[config.mk]
export PLATFORM = sky130hd
export DESIGN_NAME = fp16_add_seq
export DESIGN_NICKNAME = d
export VERILOG_FILES = /design/src/rtl/fp16_add_seq.sv
export SDC_FILE = /design/constraint.sdc
export NUM_CORES = 1
export LEC_CHECK = 0
export CAP_MARGIN = 20
export CORE_MARGIN = 2
export CORE_UTILIZATION = 40
export CTS_CLUSTER_SIZE = 40
export DETAILED_ROUTE_END_ITERATION = 6
export GPL_TIMING_DRIVEN = 0
export SLEW_MARGIN = 15
export SYNTH_ARGS = -nofsm -noshare
export SYNTH_HDL_FRONTEND = slang
export SYNTH_SLANG_ARGS = --single-unit
[constraint.sdc]
create_clock -name clk -period 5.83 [get_ports clk]
set_clock_uncertainty 0.2 [all_clocks]
set_input_delay 1.166 -clock clk [delete_from_list [all_inputs] [get_ports clk]]
set_output_delay 1.166 -clock clk [all_outputs]
set_load 0.05 [all_outputs]
[src/rtl/fp16_add_seq.sv]
// ============================================================================
// fp16_add_seq : multi-cycle IEEE-754 binary16 adder/subtractor, round toward zero
// Rev 1.0
// ============================================================================
`default_nettype none

module fp16_add_seq (
  input  logic        clk,
  input  logic        rst,
  input  logic        in_valid,
  output logic        in_ready,
  input  logic [15:0] a,
  input  logic [15:0] b,
  input  logic        sub,
  output logic        out_valid,
  input  logic        out_ready,
  output logic [15:0] result,
  output logic        inexact,
  output logic        overflow,
  output logic        busy
);

  typedef enum logic [2:0] {
    IDLE  = 3'd0,
    ALIGN = 3'd1,
    OPER  = 3'd2,
    NORM  = 3'd3,
    PACK  = 3'd4,
    DONE  = 3'd5
  } state_t;

  localparam logic [15:0] c_QNAN = 16'h7E00;

  state_t      state_q;
  logic [15:0] a_q;
  logic [15:0] b_q;
  logic [13:0] sx_q;
  logic [13:0] sy_q;
  logic        sign_q;
  logic        eff_sub_q;
  logic [5:0]  exp_q;
  logic [14:0] n_q;
  logic [15:0] result_q;
  logic        inexact_q;
  logic        overflow_q;
  logic        out_valid_q;
  logic        in_ready_q;
  logic        busy_q;

  logic [4:0]  w_ea, w_eb, w_ex, w_ey, w_d;
  logic [9:0]  w_ma, w_mb, w_mx, w_my;
  logic        w_a_zero, w_b_zero, w_a_inf, w_b_inf, w_a_nan, w_b_nan;
  logic        w_a_ge_b, w_y_zero, w_sx, w_sy;
  logic        w_special;
  logic [15:0] w_special_res;
  logic [13:0] w_y_full, w_y_aligned;
  logic [27:0] w_y_shift;
  logic [14:0] w_sum, w_diff;

  always_comb begin
    w_ea     = a_q[14:10];
    w_eb     = b_q[14:10];
    w_ma     = a_q[9:0];
    w_mb     = b_q[9:0];
    w_a_zero = (w_ea == 5'd0);
    w_b_zero = (w_eb == 5'd0);
    w_a_inf  = (w_ea == 5'h1F) && (w_ma == 10'd0);
    w_b_inf  = (w_eb == 5'h1F) && (w_mb == 10'd0);
    w_a_nan  = (w_ea == 5'h1F) && (w_ma != 10'd0);
    w_b_nan  = (w_eb == 5'h1F) && (w_mb != 10'd0);

    w_special     = 1'b1;
    w_special_res = 16'h0000;
    if (w_a_nan || w_b_nan || (w_a_inf && w_b_inf && (a_q[15] != b_q[15]))) begin
      w_special_res = c_QNAN;
    end else if (w_a_inf) begin
      w_special_res = {a_q[15], 15'h7C00};
    end else if (w_b_inf) begin
      w_special_res = {b_q[15], 15'h7C00};
    end else if (w_a_zero && w_b_zero) begin
      w_special_res = {a_q[15] & b_q[15], 15'h0000};
    end else begin
      w_special = 1'b0;
    end

    // Flushed operands order as magnitude zero regardless of their mantissa bits.
    w_a_ge_b = ((w_a_zero ? 15'd0 : a_q[14:0]) >= (w_b_zero ? 15'd0 : b_q[14:0]));
    w_ex     = w_a_ge_b ? w_ea : w_eb;
    w_ey     = w_a_ge_b ? w_eb : w_ea;
    w_mx     = w_a_ge_b ? w_ma : w_mb;
    w_my     = w_a_ge_b ? w_mb : w_ma;
    w_sx     = w_a_ge_b ? a_q[15] : b_q[15];
    w_sy     = w_a_ge_b ? b_q[15] : a_q[15];
    w_y_zero = w_a_ge_b ? w_b_zero : w_a_zero;

    w_d       = w_ex - w_ey;
    w_y_full  = w_y_zero ? 14'd0 : {1'b1, w_my, 3'b000};
    w_y_shift = {w_y_full, 14'd0} >> w_d;
    if (w_y_zero) begin
      w_y_aligned = 14'd0;
    end else if (w_d > 5'd13) begin
      w_y_aligned = 14'd1;
    end else begin
      w_y_aligned = w_y_shift[27:14] | {13'd0, |w_y_shift[13:0]};
    end

    w_sum  = {1'b0, sx_q} + {1'b0, sy_q};
    w_diff = {1'b0, sx_q} - {1'b0, sy_q};
  end

  always_ff @(posedge clk) begin
    if (rst) begin
      state_q     <= IDLE;
      in_ready_q  <= 1'b1;
      busy_q      <= 1'b0;
      out_valid_q <= 1'b0;
      result_q    <= 16'h0000;
      inexact_q   <= 1'b0;
      overflow_q  <= 1'b0;
    end else begin
      case (state_q)
        IDLE: begin
          if (in_valid && in_ready_q) begin
            a_q        <= a;
            b_q        <= {b[15] ^ sub, b[14:0]};
            state_q    <= ALIGN;
            in_ready_q <= 1'b0;
            busy_q     <= 1'b1;
          end
        end
        ALIGN: begin
          if (w_special) begin
            result_q    <= w_special_res;
            inexact_q   <= 1'b0;
            overflow_q  <= 1'b0;
            out_valid_q <= 1'b1;
            state_q     <= DONE;
          end else begin
            sx_q      <= {1'b1, w_mx, 3'b000};
            sy_q      <= w_y_aligned;
            sign_q    <= w_sx;
            eff_sub_q <= w_sx ^ w_sy;
            exp_q     <= {1'b0, w_ex};
            state_q   <= OPER;
          end
        end
        OPER: begin
          n_q <= eff_sub_q ? w_diff : w_sum;
          if (eff_sub_q && (w_diff == 15'd0)) begin
            result_q    <= 16'h0000;
            inexact_q   <= 1'b0;
            overflow_q  <= 1'b0;
            out_valid_q <= 1'b1;
            state_q     <= DONE;
          end else begin
            state_q <= NORM;
          end
        end
        NORM: begin
          if (n_q[14]) begin
            n_q     <= {1'b0, n_q[14:2], n_q[1] | n_q[0]};
            exp_q   <= exp_q + 6'd1;
            state_q <= PACK;
          end else if (!n_q[13] && (exp_q > 6'd1)) begin
            n_q   <= {n_q[13:0], 1'b0};
            exp_q <= exp_q - 6'd1;
          end else begin
            state_q <= PACK;
          end
        end
        PACK: begin
          // Truncation: any guard/round/sticky bit only marks the result inexact.
          if (exp_q >= 6'd31) begin
            result_q   <= {sign_q, 15'h7C00};
            overflow_q <= 1'b1;
            inexact_q  <= 1'b1;
          end else if (!n_q[13]) begin
            result_q   <= {sign_q, 15'h0000};
            overflow_q <= 1'b0;
            inexact_q  <= 1'b1;
          end else begin
            result_q   <= {sign_q, exp_q[4:0], n_q[12:3]};
            overflow_q <= 1'b0;
            inexact_q  <= |n_q[2:0];
          end
          out_valid_q <= 1'b1;
          state_q     <= DONE;
        end
        DONE: begin
          if (out_ready) begin
            out_valid_q <= 1'b0;
            in_ready_q  <= 1'b1;
            busy_q      <= 1'b0;
            state_q     <= IDLE;
          end
        end
        default: begin
          state_q     <= IDLE;
          in_ready_q  <= 1'b1;
          busy_q      <= 1'b0;
          out_valid_q <= 1'b0;
        end
      endcase
    end
  end

  // Outputs read as idle/zero for the whole time reset is held, not just after its first edge.
  assign in_ready  = in_ready_q & ~rst;
  assign busy      = busy_q & ~rst;
  assign out_valid = out_valid_q & ~rst;
  assign result    = rst ? 16'h0000 : result_q;
  assign inexact   = inexact_q & ~rst;
  assign overflow  = overflow_q & ~rst;

endmodule

`default_nettype wire

==> results of run 1 <==
-- routing by layer --
| metal | GRT usage, % | wire (um) |
|---|---|---|
| met1 | 25.4 | 8430 |
| met2 | 32.2 | 8810 |
| met3 | 2.90 | 721 |
| met4 | 6.86 | 452 |
| met5 | 0 | 0 |
-- worst max-delay path by stage --
stage,slack (ns),start,endpoint
floorplan,0.36,a_q[13]$_DFFE_PP_,sy_q[0]$_SDFFCE_PP0P_
detailed placement,-0.76,a_q[13]$_DFFE_PP_,sy_q[4]$_SDFFCE_PP0P_
CTS,0.03,a_q[13]$_DFFE_PP_,sy_q[0]$_SDFFCE_PP0P_
global route,0.01,a_q[13]$_DFFE_PP_,sy_q[0]$_SDFFCE_PP0P_
global placement,-0.80,a_q[13]$_DFFE_PP_,sy_q[5]$_SDFFCE_PP0P_
finish,0.23,a_q[13]$_DFFE_PP_,sy_q[0]$_SDFFCE_PP0P_
-- synthesized netlist by cell type (all sizes together), types with 3 or more instances --
cell	instances	share of area (%)
a211oi	24	2.6
a21boi	5	0.52
a21o	12	1.3
a21oi	74	5.2
a221oi	3	0.36
a22o	10	1.2
a31oi	11	0.95
and3	5	0.43
buf	11	0.84
clkbuf	37	1.9
dfxtp	24	6.6
edfxtp	79	33
ha	42	7.2
inv	39	2.0
mux2	6	0.98
mux2i	21	2.9
nand2	142	7.4
nand2b	6	0.52
nand3	13	0.89
nor2	85	4.4
nor2b	37	3.2
nor3	21	1.4
nor4	9	0.98
nor4b	3	0.36
o21ai	38	2.8
o21bai	8	0.83
o22ai	4	0.34
o31ai	3	0.38
or3	7	0.60
xnor2	13	1.6
xor2	7	0.84
-- kinds of logic (layout without fill, tap and decap cells) --
family                   count (synthesis)  in the layout  share of synthesized area [%]
buffers and inverters                   87            163                           4.77
multiplexers                            29             29                           4.49
XOR/XNOR                                20             20                           2.41
adder cells (fa/ha/maj)                 44             44                           7.64
AND/OR/NAND/NOR                        346            346                           22.0
flip-flops                             103            103                           39.2
AO/OA/AOI/OAI                          216            216                           19.4
-- metrics by stage --
stage          setup WS [ns]  total power, uW  cell area, um^2  util, %
3_3_place_gp          -0.799             2660             8130     45.4
4_1_cts               0.0297             3270             8460     47.3
5_1_grt               0.0114             3530             8490     47.4
6_report               0.227             3280             8490     47.4
3_5_place_dp          -0.764             2670             8160     45.6
2_1_floorplan          0.357             2260             7270        -
-- timing repair --
item | in CTS | in global routing
gates cloned | 0 | 0
gates resized for setup | 9 | 12
setup endpoints to repair | 14 | 14
pin swaps | 0 | 1
-- final cells by class --
type	instances	area share [%]
multi-input cells	655	48.4
flip-flops and latches	103	33.6
repair buffers	60	7.03
well taps	229	3.37
clock buffers	9	2.65
plain buffers	48	2.58
inverters	39	1.72
clock inverters	7	0.663
-- power by group through the flow --
stage | sequential (uW) | combinational [uW] | clock [uW]
final | 1110 | 1580 | 585
after global routing | 1130 | 1780 | 621
after CTS | 1110 | 1560 | 601
after detailed placement | 1130 | 1540 | 0
after global placement | 1130 | 1530 | 0
after floorplan | 1080 | 1180 | 0
-- critical path, delay by kind of cell, from the launching register on --
| family | cells | cell delay, ns |
|---|---|---|
| simple gates | 4 | 0.87 |
| buf+inv | 7 | 1.40 |
| mux | 1 | 0.20 |
| flops | 1 | 0.36 |
| compound gates | 7 | 1.77 |
| fa+ha+maj | 2 | 0.53 |
-- flip-flops by register name (all words and copies together), names as in the netlist --
| signal | flops |
|---|---|
| a_q | 16 |
| b_q | 16 |
| result_q | 16 |
| n_q | 15 |
| sy_q | 14 |
| sx_q | 10 |
| exp_q | 6 |
| state_q | 3 |
| busy_q | 1 |
| eff_sub_q | 1 |
| in_ready_q | 1 |
| inexact_q | 1 |
| out_valid_q | 1 |
| overflow_q | 1 |
| sign_q | 1 |
==> impl_metrics.csv, run 1 <==
group,metric,value,unit
status,status,"complete, no violations",
synthesis,synth_nets,925,
place,placedCellCount,1134,
cts,root_buffer,"clkbuf_16",
floorplanning,num_rows,49,
floorplanning,dieArea,0.0193,mm^2
timing,whs,0.311,ns
power_and_ir_drop,power_density,386,mW/mm^2
cts,cts_made_buffers,9,
finish,multiInputGateArea,0.00411,mm^2
timing,period_minus_slack,5.60,ns
cts,cts_hold_buf,0,
synthesis,yosysWarnings,0,
synthesis,synth_edf_count,79,
finish,regArea,0.00285,mm^2
timing,worst_pin_slew,0.804,ns
place,hpwl,14200,um
synthesis,async_flop_share,0,%
floorplanning,die_y,139,um
cts,clock_path_buffers,2,
setup_path,crit_required,5.74,ns
synthesis,ys_types,78,
route,detail-route-antenna-nets,0,
setup_path,r2r_setup_slack,0.23,ns
power_and_ir_drop,p_sw,1390,uW
place,port_buffers,57,
cts,post_cts_buffers,0,
timing,fmax,178,MHz
global_routing,grt_overflow_total,0,
setup_path,crit_chain,"clkbuf_1, or4_4, nor2_4, buf_4, clkbuf_4, nor2b_1, ha_1, a211o_1, a211oi_4, o21a_2, clkbuf_4, mux2i_1, ha_1, clkbuf_2, inv_2, clkbuf_4, nor2_1, a2111o_1, a21o_1, o41ai_1, a21boi_1",
setup_path,endpoint_kind,"register",
power_and_ir_drop,peakVddDrop,198,uV
cts,clock_sinks,103,
finish,final_cell_mix,"nand2_1 (141), nor2_1 (84), edfxtp_1 (79), a21oi_1 (71), clkdlybuf4s50_1 (57)",
global_routing,grt_use_total,19.2,%
finish,num_antenna_cells,0,
finish,n_fill_cell,1746,
setup_path,worst-r2r-cell-count,21,
timing,slew_viol_final,0,
route,first_pass_iters,7,
floorplanning,start_util,40.6,%
power_and_ir_drop,pwr-share-seq,33.9,%
timing,hold_viol_final,0,
power_and_ir_drop,cellLeakagePower,0.00330,uW
finish,syn_to_final_growth,16.8,%
route,wire_per_inst,16.0,um
global_routing,grt_pass1_vias,5942,
min_path,hold_start,"busy_q$_SDFFE_PP0P_",
timing,slew_headroom,46.0,%
finish,drive_above_1_share,6.62,%
min_path,whs_endpoint,"busy_q$_SDFFE_PP0P_",
route,num_vias,6305,
flow_run,timing.max_cap.violations,0,
setup_path,critical_path_class,"reg -> reg",
route,drc,0,
place,place_congestion,0.942,
power_and_ir_drop,p_int,1890,uW
global_routing,antenna_found_initial,0,
timing,finalSetupTns,0,ns
power_and_ir_drop,clkPwrFrac,17.8,%
timing,layout_worst_path_cycle_share,96.1,%
synthesis,synth-seq-cells,103,
min_path,hold_class,"reg -> reg",
synthesis,synth.avg_cell_area,8.60,um^2
route,detail_route.iter0.violations,377,
power_and_ir_drop,combPwrFrac,48.3,%
floorplanning,coreArea,0.0179,mm^2
setup_path,regToRegEndpoint,"sy_q[0]$_SDFFCE_PP0P_",
global_routing,grt_pass1_wl,30500,um
setup_path,cp_slowest_cell,"or4_4",
synthesis,synth_cells,845,
cts,clock_latency,0.36,ns
finish,nets,996,
finish,finalNonFillerCells,1150,
floorplanning,fp.dieW,139,um
finish,final_common_cell,"nand2_1",
setup_path,cp-start-kind,"register",
setup_path,path_common_cell,"clkbuf_4",
timing,grt_setup_unrepaired,"no",
synthesis,yosysSeqAreaShare,39.2,%
global_routing,grt_max_degree,34,
cts,path_clk_slew,0.07,ns
synthesis,synthesis.area,0.00727,mm^2
min_path,whs_path_depth,2,
synthesis,ys.flop_type,"edfxtp_1",
floorplanning,io-pin-count,58,
timing,finalSetupViolations,0,
setup_path,crit_path_max_incr_delay,0.57,ns
cts,cts_tree,"yes",
setup_path,critPathMaxFanout,10,
setup_path,regToRegStartpoint,"a_q[13]$_DFFE_PP_",
cts,h-tree-depth,3,
route,vias_per_cell,5.48,
power_and_ir_drop,swShare,42.3,%
route,wirelength,18400,um
setup_path,cp.arrival,5.51,ns
(Power assumes the default switching activity.)
==> run 2: changes to the inputs <==
Settings changed: DONT_BUFFER_PORTS from default to 1.
==> run 2 against run 1 <==
Critical path depth shrank 1; utilization fell by 2.9 points; hold slack got worse by 0.010 ns; non-clock buffer count fell by 50; first-iteration DRC count rose by 30%; combinational power about the same; critical path type unchanged.
==> impl_metrics.csv, run 2 (synthesized netlist as in run 1, its figures left out) <==
group,metric,value,unit
status,status,"complete, no violations",
floorplanning,start_util,40.6,%
global_routing,gr-usage-met3,3.90,%
place,hpwl,14000,um
floorplanning,fp.dieW,139,um
timing,slew_viol_final,0,
power_and_ir_drop,power_density,412,mW/mm^2
cts,cts_made_buffers,9,
finish,regArea,0.00285,mm^2
finish,final_common_cell,"nand2_1",
setup_path,endpoint_kind,"register",
setup_path,regToRegStartpoint,"a_q[11]$_DFFE_PP_",
route,num_vias,6147,
setup_path,path_common_cell,"clkbuf_4",
timing,finalSetupViolations,0,
place,placedInstanceArea,0.00759,mm^2
power_and_ir_drop,pwr-share-seq,33.9,%
finish,drive_above_1_share,7.35,%
cts,clock_latency,0.36,ns
power_and_ir_drop,clkPwrFrac,18.7,%
power_and_ir_drop,peakVddDrop,252,uV
setup_path,cp_slowest_cell,"or4_4",
cts,clock_path_buffers,2,
setup_path,critical_path.top_delay_family,"compound AO/OA/AOI/OAI gates",
route,wire_per_inst,16.4,um
power_and_ir_drop,power.total,3280,uW
setup_path,worst-r2r-cell-count,20,
place,place_congestion,0.933,
setup_path,cp-start-kind,"register",
finish,multiInputGateArea,0.00410,mm^2
setup_path,r2r_setup_slack,0.29,ns
route,drc,0,
global_routing,grt_use_total,18.5,%
global_routing,grt_use_met2,30.3,%
setup_path,regToRegEndpoint,"sy_q[0]$_SDFFCE_PP0P_",
flow_run,timing.max_cap.violations,0,
timing,layout_worst_path_cycle_share,95.0,%
route,detail-route-antenna-nets,0,
setup_path,critPathMaxFanout,10,
global_routing,antenna_found_initial,0,
cts,root_buffer,"clkbuf_16",
global_routing,grt_pass1_wl,28900,um
timing,worst_pin_slew,1.05,ns
timing,whs,0.301,ns
place,port_buffers,0,
finish,syn_to_final_growth,9.76,%
finish,num_antenna_cells,0,
timing,period_minus_slack,5.54,ns
cts,cts_tree,"yes",
finish,nets,946,
finish,final_cell_mix,"nand2_1 (141), nor2_1 (84), edfxtp_1 (79), a21oi_1 (71), ha_1 (42)",
cts,h-tree-depth,3,
route,detail_route.iter0.violations,489,
setup_path,critical_path_class,"reg -> reg",
route,first_pass_iters,5,
cts,path_clk_slew,0.08,ns
finish,fin_util,44.6,%
floorplanning,dieArea,0.0193,mm^2
global_routing,grt_max_degree,34,
power_and_ir_drop,combPwrFrac,47.4,%
floorplanning,coreArea,0.0179,mm^2
floorplanning,num_rows,49,
min_path,hold_class,"reg -> reg",
power_and_ir_drop,p_sw,1370,uW
setup_path,crit_path_max_incr_delay,0.61,ns
setup_path,cp.arrival,5.43,ns
global_routing,grt_most_used_layer,"met2",
finish,postLayoutCellArea,0.00798,mm^2
setup_path,crit_chain,"or4_4, nor2_4, buf_4, clkbuf_4, nor2b_1, ha_1, a211o_1, a211oi_4, o21a_2, clkbuf_4, mux2i_1, ha_1, clkbuf_1, inv_2, clkbuf_4, nor2_1, a2111o_1, a21o_1, o41ai_1, a21boi_1",
floorplanning,io-pin-count,58,
setup_path,path_buf_inv,6,
route,wirelength,18000,um
timing,fmax,181,MHz
place,dp_slack,-0.794,ns
global_routing,grt_use_met1,24.7,%
finish,largestRegisters,"a_q x16, b_q x16, result_q x16",
global_routing,grt_overflow_total,0,
min_path,whs_path_depth,2,
min_path,hold_start,"busy_q$_SDFFE_PP0P_",
setup_path,crit_required,5.73,ns
floorplanning,die_y,139,um
timing,slew_headroom,30.2,%
finish,n_fill_cell,1778,
global_routing,grt_pass1_vias,5609,
timing,finalWorstSetupSlack,0.294,ns
timing,grt_setup_unrepaired,"no",
min_path,whs_endpoint,"busy_q$_SDFFE_PP0P_",
cts,clock_sinks,103,
route,vias_per_cell,5.59,
power_and_ir_drop,swShare,41.8,%
power_and_ir_drop,p_int,1910,uW
timing,hold_viol_final,0,
power_and_ir_drop,cellLeakagePower,0.00313,uW
[run 2: worst max path at each step]
stage | from | endpoint | cells past startpoint
floorplan | a_q[13]$_DFFE_PP_ | sy_q[0]$_SDFFCE_PP0P_ | 21
CTS | a_q[13]$_DFFE_PP_ | sy_q[0]$_SDFFCE_PP0P_ | 21
global route | a_q[11]$_DFFE_PP_ | sy_q[7]$_SDFFCE_PP0P_ | 21
global placement | a_q[13]$_DFFE_PP_ | sy_q[4]$_SDFFCE_PP0P_ | 18
detailed placement | a_q[13]$_DFFE_PP_ | sy_q[4]$_SDFFCE_PP0P_ | 18
finish | a_q[11]$_DFFE_PP_ | sy_q[0]$_SDFFCE_PP0P_ | 20
[run 2: final cells by class]
type | instances | share of cell area (%)
Multi-Input combinational cell | 655 | 51.4
Sequential cell | 103 | 35.8
Tap cell | 229 | 3.59
Clock buffer | 9 | 2.82
Buffer | 47 | 2.63
Inverter | 39 | 1.83
Timing Repair Buffer | 11 | 1.08
Clock inverter | 7 | 0.894
[run 2: worst register-to-register path: stages (launching register included)]
cell and delay, ns:
edfxtp_1 0.46, or4_4 0.61, nor2_4 0.16, buf_4 0.21, clkbuf_4 0.25, nor2b_1 0.07, ha_1 0.29, a211o_1 0.30
a211oi_4 0.36, o21a_2 0.23, clkbuf_4 0.22, mux2i_1 0.21, ha_1 0.24, clkbuf_1 0.20, inv_2 0.13, clkbuf_4 0.20
nor2_1 0.07, a2111o_1 0.35, a21o_1 0.17, o41ai_1 0.25, a21boi_1 0.11
[run 2: through the flow]
stage	TNS, ns	instances
floorplan	0	845
global placement	-8.00	1074
detailed placement	-8.71	1077
CTS	0	1093
global route	0	1100
finish	0	1100
[run 2: power by group through the flow]
stage	Combinational [uW]	Clock [uW]	Sequential, uW
after floorplan	1180	0	1080
after global placement	1490	0	1130
after detailed placement	1510	0	1130
after CTS	1530	628	1110
after global routing	1740	655	1130
final	1560	614	1110
[run 2: routing by layer]
layer | routed length (um) | vias up
li1 | - | 3061
met3 | 977 | 28
met1 | 8190 | 2849
met4 | 358 | 0
met5 | 0 | -
met2 | 8520 | 209
[run 2: repair_timing]
item,CTS,global route
hold buffers,0,0
pin swaps,0,1
gates resized for setup,10,5
setup endpoints to repair,14,14
setup buffers,0,8
